<file path="src/rtl/sd_seq_pkg.sv">
// rtl/sd_seq_pkg.sv - shared types and defaults for the sd sequence generator/checker pair
package sd_seq_pkg;

  typedef enum logic [1:0] {
    ST_WAIT,
    ST_SYNC,
    ST_CHECK
  } seq_state_t;

  // Replicated across pat_dep bits, so the default pattern is "always ready".
  localparam logic DEF_PAT_FILL    = 1'b1;
  localparam int   DEF_STARTUP_CYC = 10;

endpackage

</file>
<file path="src/rtl/sd_pat_ptr.sv">
// rtl/sd_pat_ptr.sv - wrapping pattern pointer with next-slot bit select
module sd_pat_ptr #(
  parameter int                 pat_dep = 8,
  parameter logic [pat_dep-1:0] pat     = '1
) (
  input  logic clk,
  input  logic reset_n,
  input  logic clear,
  input  logic advance,
  output logic pat_bit
);

  localparam int PW = (pat_dep > 1) ? $clog2(pat_dep) : 1;

  logic [PW-1:0] ptr;
  logic [PW-1:0] ptr_nxt;

  always_comb begin
    ptr_nxt = ptr;
    if (clear) begin
      ptr_nxt = '0;
    end else if (advance) begin
      ptr_nxt = (ptr == PW'(pat_dep - 1)) ? '0 : ptr + PW'(1);
    end
  end

  // The bit for the slot being entered, so the caller can register it alongside ptr.
  assign pat_bit = pat[ptr_nxt];

  always_ff @(posedge clk) begin
    if (!reset_n) begin
      ptr <= '0;
    end else begin
      ptr <= ptr_nxt;
    end
  end

endmodule

</file>
<file path="src/rtl/sd_seq_check.sv">
// rtl/sd_seq_check.sv - srdy/drdy consumer that checks a +1 data sequence and handshake rules
module sd_seq_check
  import sd_seq_pkg::*;
#(
  parameter int                 width       = 8,
  parameter int                 pat_dep     = 8,
  parameter logic [pat_dep-1:0] drdy_pat    = {pat_dep{DEF_PAT_FILL}},
  parameter int                 startup_cyc = DEF_STARTUP_CYC,
  parameter int                 cnt_width   = 16
) (
  input  logic                 clk,
  input  logic                 reset_n,
  input  logic                 c_srdy,
  output logic                 c_drdy,
  input  logic [width-1:0]     c_data,
  output logic [cnt_width-1:0] xfer_cnt,
  output logic [cnt_width-1:0] ok_cnt,
  output logic [cnt_width-1:0] err_cnt,
  output logic                 err,
  output logic                 proto_err,
  output logic [width-1:0]     expected
);

  localparam int SW = (startup_cyc > 0) ? $clog2(startup_cyc + 1) : 1;

  seq_state_t     state, state_nxt;
  logic [SW-1:0]  start_cnt;
  logic           go_sync;
  logic           xfer;
  logic           pat_bit;
  logic           drdy_nxt;
  logic           p_stall;
  logic [width-1:0] p_data;

  assign go_sync = (state == ST_WAIT) && (start_cnt == SW'(startup_cyc));
  assign xfer    = c_srdy && c_drdy;

  sd_pat_ptr #(
    .pat_dep (pat_dep),
    .pat     (drdy_pat)
  ) u_pat_ptr (
    .clk     (clk),
    .reset_n (reset_n),
    .clear   (go_sync),
    .advance (state != ST_WAIT),
    .pat_bit (pat_bit)
  );

  always_comb begin
    state_nxt = state;
    drdy_nxt  = 1'b0;
    case (state)
      ST_WAIT: begin
        if (go_sync) begin
          state_nxt = ST_SYNC;
          drdy_nxt  = pat_bit;
        end
      end
      ST_SYNC: begin
        drdy_nxt = pat_bit;
        if (xfer) state_nxt = ST_CHECK;
      end
      ST_CHECK: drdy_nxt = pat_bit;
      default:  state_nxt = ST_WAIT;
    endcase
  end

  always_ff @(posedge clk) begin
    if (!reset_n) begin
      state     <= ST_WAIT;
      start_cnt <= '0;
      c_drdy    <= 1'b0;
      p_stall   <= 1'b0;
      p_data    <= '0;
      xfer_cnt  <= '0;
      ok_cnt    <= '0;
      err_cnt   <= '0;
      err       <= 1'b0;
      proto_err <= 1'b0;
      expected  <= '0;
    end else begin
      state   <= state_nxt;
      c_drdy  <= drdy_nxt;
      p_stall <= c_srdy && !c_drdy;
      p_data  <= c_data;
      if (state == ST_WAIT && !go_sync) start_cnt <= start_cnt + SW'(1);
      // A stalled producer must hold valid and data until accepted.
      if (state != ST_WAIT && p_stall && (!c_srdy || c_data != p_data)) proto_err <= 1'b1;
      if (xfer && state != ST_WAIT) begin
        expected <= c_data + width'(1);
        if (xfer_cnt != '1) xfer_cnt <= xfer_cnt + cnt_width'(1);
        if (state == ST_CHECK) begin
          if (c_data == expected) begin
            if (ok_cnt != '1) ok_cnt <= ok_cnt + cnt_width'(1);
          end else begin
            if (err_cnt != '1) err_cnt <= err_cnt + cnt_width'(1);
            err <= 1'b1;
          end
        end
      end
    end
  end

endmodule

</file>
<file path="config.mk">
export PLATFORM = sky130hd
export DESIGN_NAME = sd_seq_check
export DESIGN_NICKNAME = d
export VERILOG_FILES = /design/src/rtl/sd_seq_pkg.sv /design/src/rtl/sd_pat_ptr.sv /design/src/rtl/sd_seq_check.sv
export SDC_FILE = /design/constraint.sdc
export NUM_CORES = 1
export LEC_CHECK = 0
export CAP_MARGIN = 20
export CORE_MARGIN = 2
export CORE_UTILIZATION = 25
export CTS_BUF_LIST = sky130_fd_sc_hd__clkbuf_16
export DETAILED_ROUTE_END_ITERATION = 10
export GPL_TIMING_DRIVEN = 0
export PLACE_DENSITY_LB_ADDON = 0.25
export SKIP_LAST_GASP = 1
export SYNTH_ARGS = -nofsm -noshare
export SYNTH_HDL_FRONTEND = slang
export SYNTH_HIERARCHICAL = 1
export SYNTH_SLANG_ARGS = --single-unit
</file>
<file path="constraint.sdc">
create_clock -name clk -period 5.15 [get_ports clk]
set_input_delay 0.7725 -clock clk [delete_from_list [all_inputs] [get_ports clk]]
set_output_delay 0.7725 -clock clk [all_outputs]
set_load 0.005 [all_outputs]
</file>
* Yosys cells after proc, flatten, opt, wreduce, memory -nomap -nowiden
Memories as Yosys holds them, arrays and structs flattened. Index checks and enable logic that the tools add are counted.
Word-level totals: register bits after elaboration 77, ROM bits 8, bits of input ports 11, output and inout port bits 59, word-level logic and storage cells 61, memories 1
Memories:
- (no name shown) | words 8, bits a word 1, read ports 1, clocked after memory_dff 0, write ports 0, line sd_pat_ptr.sv:28 | assign pat_bit = pat[ptr_nxt];
Operators by class: $add $sub $neg 6, order comparisons 1, equality and inequality tests 11, multiplexer cells 9, bitwise logic cells 2, reduce and logical (&&, ||, !) cells 19
Operators by type and width (count):
- $add A16 B1 Y16 const B | 3
- $ne A16 B16 Y1 const B | 3
- $mux W3 | 3
- $add A8 B1 Y8 const B | 1
- $eq A8 B8 Y1 | 1
- $ne A8 B8 Y1 | 1
- $reduce_and A4 Y1 | 2
- $logic_and A1 B1 Y1 | 7
- $pmux W2 S3 | 1
- $reduce_and A3 Y1 | 2
- $add A4 B1 Y4 const B | 1
- $eq A4 B4 Y1 const B | 1
- $lt A3 B4 Y1 const B | 1
- $mux W2 | 2
- $ne A2 B2 Y1 const B | 2
- $add A3 B1 Y3 const B | 1
- $eq A3 B3 Y1 const B | 1
- $logic_not A1 Y1 | 3
- $eq A2 B1 Y1 const B | 1
- $eq A2 B2 Y1 const B | 1
- $logic_not A2 Y1 | 1
- $mux W1 | 2
- $not A1 Y1 | 2
- $pmux W1 S2 | 1
- other kinds (4) | 4

* Logic depth before layout (Yosys ltp)
depth in word-level cells 8, gate-level depth with buffers 10, gate-level depth less buffers 7

* By module
The synthesis kept the hierarchy.
By module, submodules not included:
- sd_seq_check | times used 1, cells an instance 429, area each 3682.3 µm²
- sd_pat_ptr | times used 1, cells an instance 2, area each 11.3 µm²

* Least setup slack after synthesis
Ideal clock, no wire load.
path kind input to register, from in c_data[5], to reg ok_cnt[13], library setup time 0.072 ns, arrival 2.371 ns, required time 5.078 ns, setup slack 2.708 ns, stages on the path 8, buffers on the path 3, cells stage by stage clkbuf_1 xnor2_1 nand4_1 or2_0 clkbuf_1 clkbuf_1 nor4_1 mux2i_1
On the way: word-level cells in the longest chain between the ends 2
Ends and longest elaborated chain:
- from (decl) | line sd_seq_check.sv:15 | input logic [width-1:0] c_data,
- $eq A8 B8 Y1 | line sd_seq_check.sv:93 | if (c_data == expected) begin
- $reduce_and A4 Y1 (no source line)
- to (signal assigned) | line sd_seq_check.sv:94 | if (ok_cnt != '1) ok_cnt <= ok_cnt + cnt_width'(1);
- to (decl) | line sd_seq_check.sv:17 | output logic [cnt_width-1:0] ok_cnt,
Every way passes these cells. A chain may end at the register's enable or synchronous reset.

* Final worst setup path
from in c_srdy, to reg err_cnt[3]
On the way: word-level cells in the longest chain between the ends 3
Ends and longest elaborated chain:
- from (decl) | line sd_seq_check.sv:13 | input logic c_srdy,
- $logic_and A1 B1 Y1 | line sd_seq_check.sv:36 | assign xfer = c_srdy && c_drdy;
- $logic_and A1 B1 Y1 | line sd_seq_check.sv:89 | if (xfer && state != ST_WAIT) begin
- $reduce_and A4 Y1 (no source line)
- to (signal assigned) | line sd_seq_check.sv:96 | if (err_cnt != '1) err_cnt <= err_cnt + cnt_width'(1);
- to (decl) | line sd_seq_check.sv:18 | output logic [cnt_width-1:0] err_cnt,
Every way passes these cells.

==> results.cfg <==
[clock_tree]
ctsResizeCount = 0
cts_buffers = 9
clockBufferDepth = 2
clock_sinks = 74
cts_tree = built
cts.clk_slew.worst_paths_ns = 0.06
clockRootBuffer = clkbuf_16
hold_buffers = 0
htree_levels = 3
cts_setup_buffers = 0
insertion_delay_ns = 0.34

[timing]
rsz0062_at_grt = no
finClkSkew_ns = 0.00590
timing.final.hold_violations = 0
fin_ws_ns = 2.13
finalSetupTns_ns = 0
relSlewSlack_pct = 29.8
period_share_pct = 58.6
setup_violations = 0
max_freq_mhz = 332
drv_slew = 0
post-route-min-period_ns = 3.02
tightest_slew_ns = 1.03

[global_routing]
grt_overflow = 0
first_global_vias = 3193
grt_max_degree = 14
track_usage_pct = 13.3
grt_pass1_wl_um = 16700
antenna_found_initial = 0

[hold_path]
hp-class = flop to flop

[logic_synthesis]
ys.flop_type = dfxtp_1
async_flop_share_pct = 0
yosys.area.top_type = dfxtp_1
yosysWarnings = 6
ys_seq_area_share_pct = 40.1
avgSynthCellArea_sq_um = 8.57
synthCells = 431
netlist_area_sq_um = 3690
ys_types = 45
yosysMostFrequentCell = dfxtp_1
synth_nets = 452
ys_ff_latch = 74
synthTopCellsByArea = dfxtp_1 (40%), xnor2_1 (5.0%), o31ai_1 (3.9%)
synth_edf_count = 0
synth_top_area_share_pct = 40.1
synthTopCellsByCount = dfxtp_1 (74), nand2_1 (32), nor2_1 (31)

[placed_design]
io_buffers = 64
routabilityCongestion = 0.816
dp_slack_ns = 1.78
hpwlAfterDp_um = 7480

[pwr]
p_comb_share_pct = 5.3
max-vdd-ir-drop_mv = 0.206
switching_power_uw = 305
sequentialPowerShare_pct = 42.5
power.density_nw_per_um2 = 284
p_leak_nw = 1.54
internal_power_mw = 1.09
p_sw_share_pct = 21.9
p_clk_share_pct = 52.2

[drt]
vias_per_cell = 5.00
totalWireLength_um = 10300
drc = 0
first_pass_iters = 5
vias = 3473
wl_per_cell_um = 14.8
postRouteAntennaNets = 0
drtIter0Drc = 243

[floorplanning]
die_area_sq_um = 15800
fp-row-count = 44
die_w_um = 126
die_h_um = 126
io_pins = 70
start_util_pct = 25.5
fp.coreArea_sq_um = 14500

[cells_and_area]
num_antenna_cells = 0
num-fill-cells = 1528
nNetsFinal = 527
layout-drive-gt1-share_pct = 5.68
area_growth_pct = 32.9

[run]
drv_cap = 0

[outcome]
status = finished clean

[setup_path]
crit_type = input pin to flop
startpoint_type = input pin
r2r_setup_slack_ns = 2.37
required_ns = 5.35
critical_path.max_fanout = 10
worstSetupEndpointType = flop
worstPathArrival_ns = 3.22
[per-stage QoR]
stage / std cells / instance area (sq um) / power [mW] / hold slack, ns / utilization [%]
after floorplan: 431 / 3690 / 0.654 / 0.451 / -
final: 695 / 4910 / 1.39 / 0.487 / 33.9
after global placement: 679 / 4560 / 0.677 / 0.468 / 31.5
after detailed placement: 679 / 4560 / 0.679 / 0.480 / 31.5
after CTS: 695 / 4910 / 1.41 / 0.488 / 33.9
after global routing: 695 / 4910 / 1.45 / 0.503 / 33.9
[area by class of cell]
type,count,area (sq um),area share [%]
timing repair buffer,64,641,13.1
buffer,25,116,2.37
multi-input combinational,319,2050,41.7
inverter,13,48.8,0.994
clock inverter,7,118,2.40
clock buffer,9,225,4.59
sequential,74,1480,30.2
tap,184,230,4.69
[layer usage]
layer	wire, um	GRT usage (%)	up-vias
li1	-	-	1720
met1	4900	17.9	1664
met2	4790	20.6	78
met3	430	3.17	11
met4	161	4.71	0
met5	0	0	-
[registers in the layout (all words and copies together), names as in the netlist]
| name | flops |
|---|---|
| err_cnt | 16 |
| ok_cnt | 16 |
| xfer_cnt | 16 |
| expected | 8 |
| p_data | 8 |
| start_cnt | 4 |
| state | 2 |
| c_drdy | 1 |
| err | 1 |
| p_stall | 1 |
| proto_err | 1 |
[cell families after synthesis]
group / Yosys count / share of synthesized area, %
and+or+nand+nor: 189 / 28.2
AOI/OAI and AO/OA: 74 / 12.8
DFF: 74 / 40.1
buffers and inverters: 38 / 4.47
xor gates and xnor gates: 37 / 8.77
adders and majority gates: 10 / 3.39
muxes: 8 / 2.17
other: 1 / 0.102
[worst max-delay path, cell delays in order]
cell             delay (ns)
clkdlybuf4s50_1        0.60
and3b_1                0.19
clkbuf_1               0.34
and2_1                 0.27
o21ai_0                0.13
clkbuf_1               0.23
clkbuf_1               0.30
o31ai_1                0.30
a21oi_1                0.09
[placed cells by master, fill, tap and decap left out, types with 16 or more instances in the layout]
master           Yosys  final
a21oi_1             26     26
clkbuf_1            19     19
clkdlybuf4s50_1      0     64
dfxtp_1             74     74
nand2_1             32     32
nand3_1             19     19
nand4_1             19     19
nor2_1              31     31
o31ai_1             19     19
or4_1               19     19
xnor2_1             21     21
xor2_1              16     16
[power groups by stage]
stage          Sequential (mW)  Clock (mW)  Combinational (mW)
6_report                 0.592       0.726              0.0740
5_1_grt                  0.593       0.768              0.0844
4_1_cts                  0.592       0.739              0.0751
3_5_place_dp             0.605           0              0.0747
3_3_place_gp             0.604           0              0.0729
2_1_floorplan            0.603           0              0.0512
[path summary, 6_finish.rpt]
| kind | cells after the start | start | to |
|---|---|---|---|
| max | 9 | c_srdy | err_cnt[3]$_SDFFE_PN0P_ |
| max reg2reg | 10 | state[0]$_SDFFE_PN0P_ | err_cnt[3]$_SDFFE_PN0P_ |
| min reg2reg | 1 | err$_SDFFE_PN0P_ | err$_SDFFE_PN0P_ |
| min | 1 | err$_SDFFE_PN0P_ | err$_SDFFE_PN0P_ |
Power figures use the tool's default switching activity.
